--- src/rtl/pa_ifu_sram_ctrl_1024x37.sv ---
// Access controller for the 1024x37 IFU single-port SRAM: write/read arbitration,
// full-array invalidate sweep after reset and on request, and registered read return.
module pa_ifu_sram_ctrl_1024x37 #(
  parameter int unsigned ADDR_WIDTH = 10,
  parameter int unsigned DATA_WIDTH = 37,
  parameter int unsigned DEPTH      = 1 << ADDR_WIDTH
) (
  input  logic                  forever_cpuclk,
  input  logic                  cpurst_b,
  input  logic                  inv_req,
  output logic                  inv_busy,
  input  logic                  wr_req,
  input  logic [ADDR_WIDTH-1:0] wr_addr,
  input  logic [DATA_WIDTH-1:0] wr_data,
  input  logic [DATA_WIDTH-1:0] wr_bwen,
  output logic                  wr_gnt,
  input  logic                  rd_req,
  input  logic [ADDR_WIDTH-1:0] rd_addr,
  output logic                  rd_gnt,
  output logic                  rd_data_vld,
  output logic [DATA_WIDTH-1:0] rd_data,
  output logic [ADDR_WIDTH-1:0] sram_a,
  output logic                  sram_cen,
  output logic                  sram_gwen,
  output logic [DATA_WIDTH-1:0] sram_d,
  output logic [DATA_WIDTH-1:0] sram_wen,
  input  logic [DATA_WIDTH-1:0] sram_q
);

  typedef enum logic {
    IDLE,
    INIT
  } state_e;

  localparam logic [ADDR_WIDTH-1:0] CNT_LAST = ADDR_WIDTH'(DEPTH - 1);

  state_e                  state_q, state_d;
  logic                    init_pend_q, init_pend_d;
  logic [ADDR_WIDTH-1:0]   cnt_q, cnt_d;
  logic                    rd_vld_q;
  logic [DATA_WIDTH-1:0]   rd_hold_q;
  logic                    idle_ok;

  always_ff @(posedge forever_cpuclk or negedge cpurst_b) begin
    if (!cpurst_b) begin
      state_q     <= IDLE;
      init_pend_q <= 1'b1;
      cnt_q       <= '0;
    end else begin
      state_q     <= state_d;
      init_pend_q <= init_pend_d;
      cnt_q       <= cnt_d;
    end
  end

  always_comb begin
    state_d     = state_q;
    init_pend_d = init_pend_q;
    cnt_d       = cnt_q;
    unique case (state_q)
      IDLE: begin
        if (init_pend_q || inv_req) begin
          state_d     = INIT;
          init_pend_d = 1'b0;
        end
      end
      INIT: begin
        // inv_req is ignored here; the running sweep already clears everything.
        if (cnt_q == CNT_LAST) begin
          state_d = IDLE;
          cnt_d   = '0;
        end else begin
          cnt_d = cnt_q + 1'b1;
        end
      end
      default: state_d = IDLE;
    endcase
  end

  always_comb begin
    idle_ok   = (state_q == IDLE) && !init_pend_q;
    wr_gnt    = idle_ok && wr_req;
    rd_gnt    = idle_ok && rd_req && !wr_req;
    sram_a    = '0;
    sram_cen  = 1'b1;
    sram_gwen = 1'b1;
    sram_d    = '0;
    sram_wen  = '1;
    if (state_q == INIT) begin
      sram_a    = cnt_q;
      sram_cen  = 1'b0;
      sram_gwen = 1'b0;
      sram_wen  = '0;
    end else if (wr_gnt) begin
      sram_a    = wr_addr;
      sram_cen  = 1'b0;
      sram_gwen = 1'b0;
      sram_d    = wr_data;
      sram_wen  = ~wr_bwen;
    end else if (rd_gnt) begin
      sram_a    = rd_addr;
      sram_cen  = 1'b0;
    end
  end

  assign inv_busy = init_pend_q | (state_q == INIT);

  // SRAM Q is only valid the cycle after a read, so it is captured for later cycles.
  always_ff @(posedge forever_cpuclk or negedge cpurst_b) begin
    if (!cpurst_b) begin
      rd_vld_q  <= 1'b0;
      rd_hold_q <= '0;
    end else begin
      rd_vld_q <= rd_gnt;
      if (rd_vld_q) begin
        rd_hold_q <= sram_q;
      end
    end
  end

  assign rd_data_vld = rd_vld_q;
  assign rd_data     = rd_vld_q ? sram_q : rd_hold_q;

endmodule
--- config.mk ---
export PLATFORM = sky130hd
export DESIGN_NAME = pa_ifu_sram_ctrl_1024x37
export DESIGN_NICKNAME = d
export VERILOG_FILES = /design/src/rtl/pa_ifu_sram_ctrl_1024x37.sv
export SDC_FILE = /design/constraint.sdc
export NUM_CORES = 1
export LEC_CHECK = 0
export CORE_AREA = 2 2 102 104
export CTS_CLUSTER_DIAMETER = 200
export DETAILED_ROUTE_END_ITERATION = 8
export DIE_AREA = 0 0 104 106
export PLACE_DENSITY = 0.74
export SYNTH_ARGS = -nofsm -noshare
export SYNTH_HDL_FRONTEND = slang
export SYNTH_SLANG_ARGS = --single-unit
--- constraint.sdc ---
create_clock -name forever_cpuclk -period 2.9 [get_ports forever_cpuclk]
set_input_delay 0.29 -clock forever_cpuclk [delete_from_list [all_inputs] [get_ports forever_cpuclk]]
set_output_delay 0.29 -clock forever_cpuclk [all_outputs]
set_load 0.1 [all_outputs]
==> results of run 1 <==
-- worst max-delay path, stage by stage (launching register included) --
cell      delay (ns)
dfrtp_2         0.51
buf_4           0.25
nor4b_2         0.35
buf_4           0.27
a222oi_1        0.11
inv_1           0.12
buf_12          0.18
-- layout by cell type (no fill, tap or decap), drive strengths merged, types with 2 or more instances in the layout --
master         instances
inv                   10
mux2                  37
a21oi                 39
nand3                  3
or4                    2
a22oi                  3
nor3                   2
nor2                   9
dfrtp                 49
o21ai                  3
xnor2                  2
nand4                  5
clkdlybuf4s50        134
a222oi                 8
nand2                  8
clkbuf                 7
buf                  135
xor2                   3
and2                  38
-- flip-flops by register name (all words and copies together) (netlist names) --
signal and count:
rd_hold_q 37, cnt_q 10, init_pend_q 1, rd_data_vld 1, state_q 1
-- kinds of logic (layout without fill, tap and decap cells) --
family          count (synthesis)  in the layout
compound gates                 55             55
simple gates                   72             72
flops                          50             50
mux                            38             38
fa+ha+maj                       1              1
xor+xnor                        5              5
buf+inv                        31            288
-- repair_timing --
action / in CTS / in global routing
endpoints found under the hold margin: 24 / 0
endpoints found under the setup margin: 0 / 0
hold buffers: 1 / 0
-- Yosys cell counts, drive strengths merged --
master   n  area share
dfrtp   49        0.47
a21oi   39       0.075
mux2i    1      0.0038
or2      1      0.0024
xnor2    2      0.0067
o31ai    1      0.0029
nor3     2      0.0038
xor2     3       0.010
clkbuf   8       0.012
o311ai   1      0.0034
nor3b    1      0.0048
or3      1      0.0024
a222oi   8       0.031
buf     13       0.024
nor4b    1      0.0034
mux2    37        0.16
a22oi    3      0.0086
nand4    5       0.012
o21ai    3      0.0058
dfstp    1       0.010
nand2    8       0.012
and2    38       0.091
nand3    3      0.0058
or4      2      0.0058
ha       1      0.0048
inv     10       0.014
nor2     9       0.013
nor4     1      0.0024
-- worst min-delay path by stage --
stage	start	endpoint	slack, ns
after global routing	cpurst_b	rd_hold_q[1]	0.55
after floorplan	cpurst_b	cnt_q[0]	-0.006
after global placement	cpurst_b	rd_hold_q[17]	0.31
after detailed placement	cpurst_b	rd_hold_q[1]	0.32
after CTS	cpurst_b	rd_hold_q[21]	0.52
final	cpurst_b	rd_hold_q[1]	0.51
-- layout make-up --
class / instances / area [um2] / area share
timing repair buffer: 270 / 3910 / 0.583
sequential: 50 / 1250 / 0.187
multi-input combinational: 171 / 1240 / 0.184
tap: 136 / 170 / 0.0253
clock buffer: 7 / 96.3 / 0.0143
inverter: 10 / 37.5 / 0.00559
clock inverter: 1 / 8.76 / 0.00130
-- routing by layer --
layer,GRT usage,wire (um),vias up
li1,-,-,1392
met1,0.198,3550,1439
met2,0.379,6270,138
met3,0.0625,862,16
met4,0.0502,209,0
met5,0,0,-
-- stage by stage --
stage	power, mW	hold slack (ns)
2_1_floorplan	1.74	-0.00559
3_3_place_gp	2.40	0.314
3_5_place_dp	2.43	0.317
4_1_cts	2.89	0.524
5_1_grt	2.97	0.549
6_report	2.85	0.508
-- power by group --
group	internal (mW)	switching [mW]
Combinational	0.615	0.914
Clock	0.219	0.226
Sequential	0.786	0.0911
Total	1.62	1.23
==> qor.csv, run 1 <==
stage,metric,value,unit
final_layout,stdcell_count,645,
hold_path,hp-class,input port to asynchronous set/reset pin,
timing,final_max_slew_viol_count,0,
logic_synthesis,synthesis.area,0.00261,mm2
placed_design,place.gp.congestion,0.747,
timing,worstMarginPinSlew,0.886,ns
placed_design,port_buffers,262,
timing,maxSlewHeadroom,0.404,
timing,max_freq,0.421,GHz
worst_setup_path,crit_arrival,2.08,ns
clock_tree,path_clk_slew,0.09,ns
clock_tree,post_cts_buffers,0,
clock_tree,cts_root_buf,clkbuf_8,
clock_tree,cts_sinks,50,
clock_tree,cts_buffers,5,
worst_setup_path,endpoint,sram_a[1],
clock_tree,cts_max_path_buffers,2,
final_layout,area_growth_syn_to_layout,158,%
final_layout,n_fill_cell,750,
logic_synthesis,syn_inst,252,
grt,antenna_found_initial,0,
die,initial_utilization,0.261,
worst_setup_path,crit_type,flip-flop to output pin,
final_layout,post-route-util,0.672,
logic_synthesis,ys_seq_area_frac,0.481,
logic_synthesis,synth-seq-cells,50,
power,power_density,425,mW/mm2
worst_setup_path,crit_path_start_kind,flip-flop,
logic_synthesis,yosys.area_share.simple,0.158,
grt,grt_overflow,0,
timing,rsz0062_at_grt,false,
clock_tree,htreeDepth,2,
logic_synthesis,synthesis.nets,389,
drt,avgRoutedWirePerCell,16.9,um
drt,routed_wirelength,10.9,mm
timing,clock_skew,0.00655,ns
logic_synthesis,synth_fa_ha_area_frac,0.00480,
timing,hold_violations,0,
final_layout,fin_nets,645,
logic_synthesis,yosysUniqueCellTypes,29,
final_layout,antennaDiodeCount,0,
final_layout,final_cell_area,0.00672,mm2
die,die_w,104,um
final_layout,layout-drive-gt1-share,0.363,
die,num_rows,37,
run,maxCapViolCount,0,
timing,setup_tns,0,ns
worst_setup_path,rr_startpoint,cnt_q[0],
power,vdd_ir_drop_max,326,uV
power,leakagePower,2.90,nW
drt,firstDrtPassIters,5,
worst_setup_path,ff2ff_path_depth,4,
die,die-area,0.0110,mm2
logic_synthesis,yosys_warnings,0,
grt,grt_pass1_vias,3300,
grt,grt_pass1_wl,17.0,mm
clock_tree,cts_tree,built,
logic_synthesis,synth_top_family_by_area,multiplexers,
logic_synthesis,avgSynthCellArea,10.3,um2
timing,setup_viol,0,
worst_setup_path,crit_fanout,23,
drt,detail_route.vias_per_cell,4.63,
placed_design,dpl.cell_count,636,
placed_design,post-place-ws,0.602,ns
drt,drc,0,
worst_setup_path,regToRegEndpoint,state_q,
clock_tree,clk_latency,0.29,ns
logic_synthesis,synthMuxAreaShare,0.164,
timing,period_needed,2.37,ns
die,ios,263,
run_status,run_status,"complete, no violations",
clock_tree,cts_resized,0,
drt,initialDrtViolationCount,166,
placed_design,placed_area,0.00660,mm2
grt,grt_usage,0.194,
drt,vias,2985,
logic_synthesis,synth_xor_area_frac,0.0168,
timing,fin_crit_sh,0.819,
drt,drtAntennaViolNets,0,
worst_setup_path,cp-end-kind,output pin,
die,die_y,106,um
placed_design,hpwlAfterDp,9.11,mm
grt,grt_max_degree,62,
worst_setup_path,critPathLaunch,state_q,
die,core,0.0100,mm2
worst_setup_path,r2r_slack,0.92,ns
worst_setup_path,required,2.61,ns
timing,setup_ws,0.525,ns
logic_synthesis,synth_compound_area_frac,0.126,
No activity file was read; power rests on OpenSTA's default activity.
==> inputs of run 2 (changes only) <==
==> constraint.sdc (replaced) <==
create_clock -name forever_cpuclk -period 2.3 [get_ports forever_cpuclk]
set_input_delay 0.23 -clock forever_cpuclk [delete_from_list [all_inputs] [get_ports forever_cpuclk]]
set_output_delay 0.23 -clock forever_cpuclk [all_outputs]
set_load 0.1 [all_outputs]
==> qor.csv, run 2 (synthesis gave the netlist of run 1 again) <==
stage,metric,value,unit,change
final_layout,area_growth_syn_to_layout,167,%,
placed_design,post-place-ws,0.259,ns,-0.344 ns
final_layout,final_cell_area,0.00695,mm2,+3.4%
worst_setup_path,rr_startpoint,state_q,,
grt,grt_usage,0.217,,+0.0231
worst_setup_path,regToRegEndpoint,cnt_q[9],,
drt,drc,0,,unchanged
final_layout,n_fill_cell,710,,-5.3%
timing,rsz0062_at_grt,false,,
final_layout,reg_top3,"rd_hold_q x37, cnt_q x10",,
grt,grt_pass1_vias,3188,,-3.4%
worst_setup_path,r2r_slack,0.46,ns,-0.46 ns
worst_setup_path,crit_type,flip-flop to output pin,,
clock_tree,post_cts_buffers,0,,unchanged
final_layout,final_common_cell,clkdlybuf4s50_1,,
worst_setup_path,slowest_stage,dfstp_2,,
drt,initialDrtViolationCount,214,,+29%
worst_setup_path,critPathLaunch,init_pend_q,,
final_layout,final_cell_mix,"clkdlybuf4s50_1, buf_12, dfrtp_1",,
worst_setup_path,critPathMaxStageDelay,0.59,ns,+0.08 ns
worst_setup_path,crit_path_start_kind,flip-flop,,
timing,period_needed,2.07,ns,
final_layout,antennaDiodeCount,0,,unchanged
drt,firstDrtPassIters,6,,+1
timing,hold_violations,0,,unchanged
worst_setup_path,cp.depth,5,,-1
final_layout,largest_reg_flops,37,,unchanged
timing,final_max_slew_viol_count,0,,unchanged
grt,antenna_found_initial,0,,unchanged
drt,detail_route.vias_per_cell,4.61,,-0.32%
grt,met1_usage,0.263,,+0.0651
worst_setup_path,crit_arrival,1.84,ns,-0.24 ns
drt,vias,3003,,+0.60%
worst_setup_path,required,2.07,ns,-0.54 ns
die,core,0.0100,mm2,unchanged
worst_setup_path,path_delay_family,flip-flops,,
clock_tree,cts_resized,0,,unchanged
drt,routed_wirelength,12.3,mm,+13%
final_layout,top_register,rd_hold_q,,
worst_setup_path,crit_buf_inv,3,,-1
worst_setup_path,ff2ff_path_depth,4,,unchanged
die,num_rows,37,,unchanged
timing,clock_skew,0.0167,ns,+0.0101 ns
timing,setup_ws,0.229,ns,-0.296 ns
die,initial_utilization,0.261,,unchanged
timing,setup_tns,0,ns,unchanged
power,power_density,514,mW/mm2,+21%
worst_setup_path,path_cells,nor3b_4 -> buf_4 -> a222oi_1 -> inv_1 -> buf_12,,
power,vdd_ir_drop_max,488,uV,+50%
final_layout,layout-drive-gt1-share,0.447,,+0.0831
die,die-area,0.0110,mm2,unchanged
timing,setup_viol,0,,unchanged
grt,grt_use_met3,0.0797,,+0.0172
power,power,3.57,mW,+25%
run,maxCapViolCount,0,,unchanged
placed_design,dpl.cell_count,642,,+0.94%
drt,drtAntennaViolNets,0,,unchanged
power,leakagePower,2.92,nW,+0.78%
clock_tree,cts_tree,built,,
placed_design,port_buffers,262,,unchanged
clock_tree,cts_root_buf,clkbuf_8,,
grt,grt_pass1_wl,18.7,mm,+9.8%
drt,avgRoutedWirePerCell,18.9,um,+12%
timing,maxSlewHeadroom,0.591,,+0.186
placed_design,hpwlAfterDp,10.2,mm,+12%
final_layout,stdcell_count,651,,+0.93%
timing,worstMarginPinSlew,0.614,ns,-0.271 ns
timing,max_freq,0.483,GHz,
timing,fin_crit_sh,0.900,,
placed_design,place.gp.congestion,0.845,,+13%
grt,grt_overflow,0,,unchanged
die,die_y,106,um,unchanged
clock_tree,clk_latency,0.30,ns,about the same
die,ios,263,,unchanged
final_layout,fin_nets,651,,+0.93%
grt,busiest_layer,met2,,
clock_tree,cts_buffers,5,,unchanged
grt,grt_max_degree,39,,-37%
clock_tree,cts_max_path_buffers,2,,unchanged
die,die_w,104,um,unchanged
placed_design,placed_area,0.00685,mm2,+3.8%
worst_setup_path,endpoint,sram_a[9],,
clock_tree,cts_sinks,50,,unchanged
grt,groute.layer.met2.usage,0.375,,-0.00329
worst_setup_path,crit_fanout,22,,-4.3%
clock_tree,htreeDepth,2,,unchanged
run_status,run_status,"complete, no violations",,
worst_setup_path,cp-end-kind,output pin,,
hold_path,hp-class,input port to asynchronous set/reset pin,,
clock_tree,path_clk_slew,0.09,ns,about the same
run 2: worst min path at each step:
stage                     to  slack (ns)  startpoint
2_1_floorplan       cnt_q[0]       -0.07    cpurst_b
4_1_cts        rd_hold_q[11]        0.48    cpurst_b
3_5_place_dp   rd_hold_q[11]        0.29    cpurst_b
5_1_grt        rd_hold_q[11]        0.51    cpurst_b
3_3_place_gp    rd_hold_q[9]        0.27    cpurst_b
6_report       rd_hold_q[11]        0.48    cpurst_b
run 2: final cells by class:
class / count / area [um2] / share of cell area
repair buffers: 276 / 4050 / 0.582
multi-input cells: 171 / 1350 / 0.195
flip-flops and latches: 50 / 1250 / 0.181
well taps: 136 / 170 / 0.0245
clock buffers: 6 / 72.6 / 0.0104
inverters: 10 / 37.5 / 0.00540
clock inverters: 2 / 13.8 / 0.00198
run 2: worst register-to-register path: stages, from the launching register on:
cell	delay, ns
dfrtp_2	0.48
buf_4	0.31
nand2_1	0.20
or4_1	0.57
a22oi_1	0.20
run 2: routing by layer:
metal  wire, um  part of all wire
met2       6300              0.51
met5          0                 0
met1       4820              0.39
met3       1080             0.088
met4         78            0.0064
run 2: what timing repair did:
| action | 4_1_cts | 5_1_grt |
|---|---|---|
| setup endpoints to repair | 0 | 0 |
| endpoints found under the hold margin | 25 | 0 |
| hold buffers | 1 | 0 |
run 2: per-stage QoR:
step	hold slack [ns]	utilization
after CTS	0.483	0.695
after global routing	0.513	0.695
after detailed placement	0.287	0.685
after global placement	0.266	0.685
final	0.475	0.695
after floorplan	-0.0656	-
run 2: where the power goes:
part / leakage [nW] / switching (mW) / internal [mW] / total, mW
registers: 0.641 / 0.120 / 0.991 / 1.11
clock network: 0.0456 / 0.287 / 0.217 / 0.505
logic: 2.23 / 1.17 / 0.785 / 1.96
==> inputs of run 3 (changes only) <==
==> constraint.sdc (replaced) <==
create_clock -name forever_cpuclk -period 2.55 [get_ports forever_cpuclk]
set_input_delay 0.255 -clock forever_cpuclk [delete_from_list [all_inputs] [get_ports forever_cpuclk]]
set_output_delay 0.255 -clock forever_cpuclk [all_outputs]
set_load 0.1 [all_outputs]
==> qor.csv, run 3 (synthesis gave the netlist of run 1 again) <==
stage,metric,value,unit,change
final_layout,largest_reg_flops,37,,unchanged
timing,setup_ws,0.419,ns,+0.189 ns
die,die_w,104,um,unchanged
timing,period_needed,2.13,ns,
final_layout,final_cell_mix,"clkdlybuf4s50_1, buf_12, dfrtp_1",,
placed_design,dpl.cell_count,639,,-0.47%
clock_tree,cts_tree,built,,
final_layout,top_register,rd_hold_q,,
final_layout,reg_top3,"rd_hold_q x37, cnt_q x10",,
final_layout,n_fill_cell,727,,+2.4%
die,initial_utilization,0.261,,unchanged
timing,fin_crit_sh,0.836,,
grt,grt_overflow,0,,unchanged
final_layout,final_common_cell,clkdlybuf4s50_1,,
drt,routed_wirelength,12.1,mm,-1.2%
clock_tree,cts_sinks,50,,unchanged
clock_tree,cts_root_buf,clkbuf_8,,
timing,clock_skew,0.00977,ns,-0.00693 ns
grt,antenna_found_initial,0,,unchanged
drt,vias,3028,,+0.83%
placed_design,post-place-ws,0.423,ns,+0.165 ns
drt,avgRoutedWirePerCell,18.8,um,-0.59%
clock_tree,path_clk_slew,0.10,ns,about the same
worst_setup_path,critPathMaxStageDelay,0.53,ns,-0.06 ns
die,core,0.0100,mm2,unchanged
placed_design,place.gp.congestion,0.802,,-5.1%
worst_setup_path,slowest_stage,clkdlybuf4s50_1,,
run,maxCapViolCount,0,,unchanged
timing,rsz0062_at_grt,false,,
final_layout,multiInputGateArea,0.00135,mm2,-0.55%
grt,grt_max_degree,60,,+54%
grt,grt_pass1_vias,3319,,+4.1%
worst_setup_path,cp-end-kind,output pin,,
timing,max_freq,0.469,GHz,
final_layout,antennaDiodeCount,0,,unchanged
clock_tree,post_cts_buffers,0,,unchanged
drt,drc,0,,unchanged
timing,worstMarginPinSlew,0.724,ns,+0.110 ns
clock_tree,htreeDepth,2,,unchanged
drt,drtAntennaViolNets,0,,unchanged
die,die_y,106,um,unchanged
power,leakagePower,2.91,nW,-0.27%
hold_path,hp-class,input port to asynchronous set/reset pin,,
worst_setup_path,path_cells,clkdlybuf4s50_1 -> nor3b_4 -> buf_4 -> a22oi_1 -> nand2_1 -> buf_12,,
die,ios,263,,unchanged
timing,setup_viol,0,,unchanged
clock_tree,cts_resized,0,,unchanged
placed_design,hpwlAfterDp,10.2,mm,about the same
drt,firstDrtPassIters,5,,-1
worst_setup_path,crit_path_start_kind,input port,,
drt,detail_route.vias_per_cell,4.68,,+1.5%
final_layout,final-seq-area,0.00125,mm2,about the same
clock_tree,clk_latency,0.30,ns,about the same
worst_setup_path,crit_type,input port to output pin,,
grt,grt_pass1_wl,19.0,mm,+1.8%
die,die-area,0.0110,mm2,unchanged
placed_design,port_buffers,262,,unchanged
clock_tree,cts_max_path_buffers,2,,unchanged
drt,initialDrtViolationCount,136,,-36%
timing,final_max_slew_viol_count,0,,unchanged
grt,grt_usage,0.221,,+0.00383
timing,hold_violations,0,,unchanged
die,num_rows,37,,unchanged
worst_setup_path,r2r_slack,0.76,ns,+0.30 ns
worst_setup_path,required,2.30,ns,+0.23 ns
run_status,run_status,"complete, no violations",,
timing,maxSlewHeadroom,0.518,,-0.0730
clock_tree,cts_buffers,5,,unchanged
final_layout,layout-drive-gt1-share,0.425,,-0.0219
worst_setup_path,crit_arrival,1.88,ns,+0.04 ns
worst_setup_path,crit_fanout,27,,+23%
final_layout,fin_nets,647,,-0.61%
clock_tree,ctsHoldBuffers,0,,-1
final_layout,area_growth_syn_to_layout,164,%,
timing,setup_tns,0,ns,unchanged
final_layout,stdcell_count,647,,-0.61%
power,vdd_ir_drop_max,415,uV,-15%
power,power_density,486,mW/mm2,-5.4%
run 3: critical path: cells and delay by family:
family                 cells  cell delay, ns
AO/OA/AOI/OAI              1            0.15
buffers and inverters      3            1.06
AND/OR/NAND/NOR            2            0.40
run 3: worst paths after layout:
check                              startpoint            end  depth (start not counted)
worst max-delay path                   wr_req      sram_a[6]                          6
worst min-delay path                 cpurst_b   rd_hold_q[4]                          1
worst max register to register        state_q       cnt_q[9]                          4
worst min register to register  rd_hold_q[14]  rd_hold_q[14]                          1
max in group asynchronous            cpurst_b  rd_hold_q[35]                          2
min in group forever_cpuclk     rd_hold_q[14]  rd_hold_q[14]                          1
run 3: where the power goes:
| part | switching, mW | internal (mW) | total, mW |
|---|---|---|---|
| clock network | 0.264 | 0.323 | 0.587 |
| registers | 0.116 | 0.894 | 1.01 |
| logic | 1.06 | 0.700 | 1.76 |
| total | 1.44 | 1.92 | 3.35 |
run 3: cell type report:
type                    count  area share
clock buffers               6      0.0120
clock inverters             2     0.00563
inverters                  10     0.00545
multi-input cells         171       0.195
flip-flops and latches     50       0.182
well taps                 136      0.0247
repair buffers            272       0.575
run 3: through the flow:
step,hold slack (ns),area (um2),power (mW),utilization
global route,0.0447,6890,3.49,0.689
global placement,0.346,6770,2.75,0.677
floorplan,-0.0406,2720,1.98,-
CTS,0.0126,6890,3.39,0.689
detailed placement,0.359,6770,2.79,0.677
finish,0.00207,6890,3.35,0.689
run 3: per-layer routing:
layer | share of wire | up-vias | wire length, um | GRT usage
met4 | 0.016 | 0 | 197 | 0.0463
met1 | 0.36 | 1448 | 4420 | 0.254
met5 | 0 | - | 0 | 0
met2 | 0.54 | 166 | 6510 | 0.404
met3 | 0.083 | 15 | 1010 | 0.0681
li1 | - | 1399 | - | -
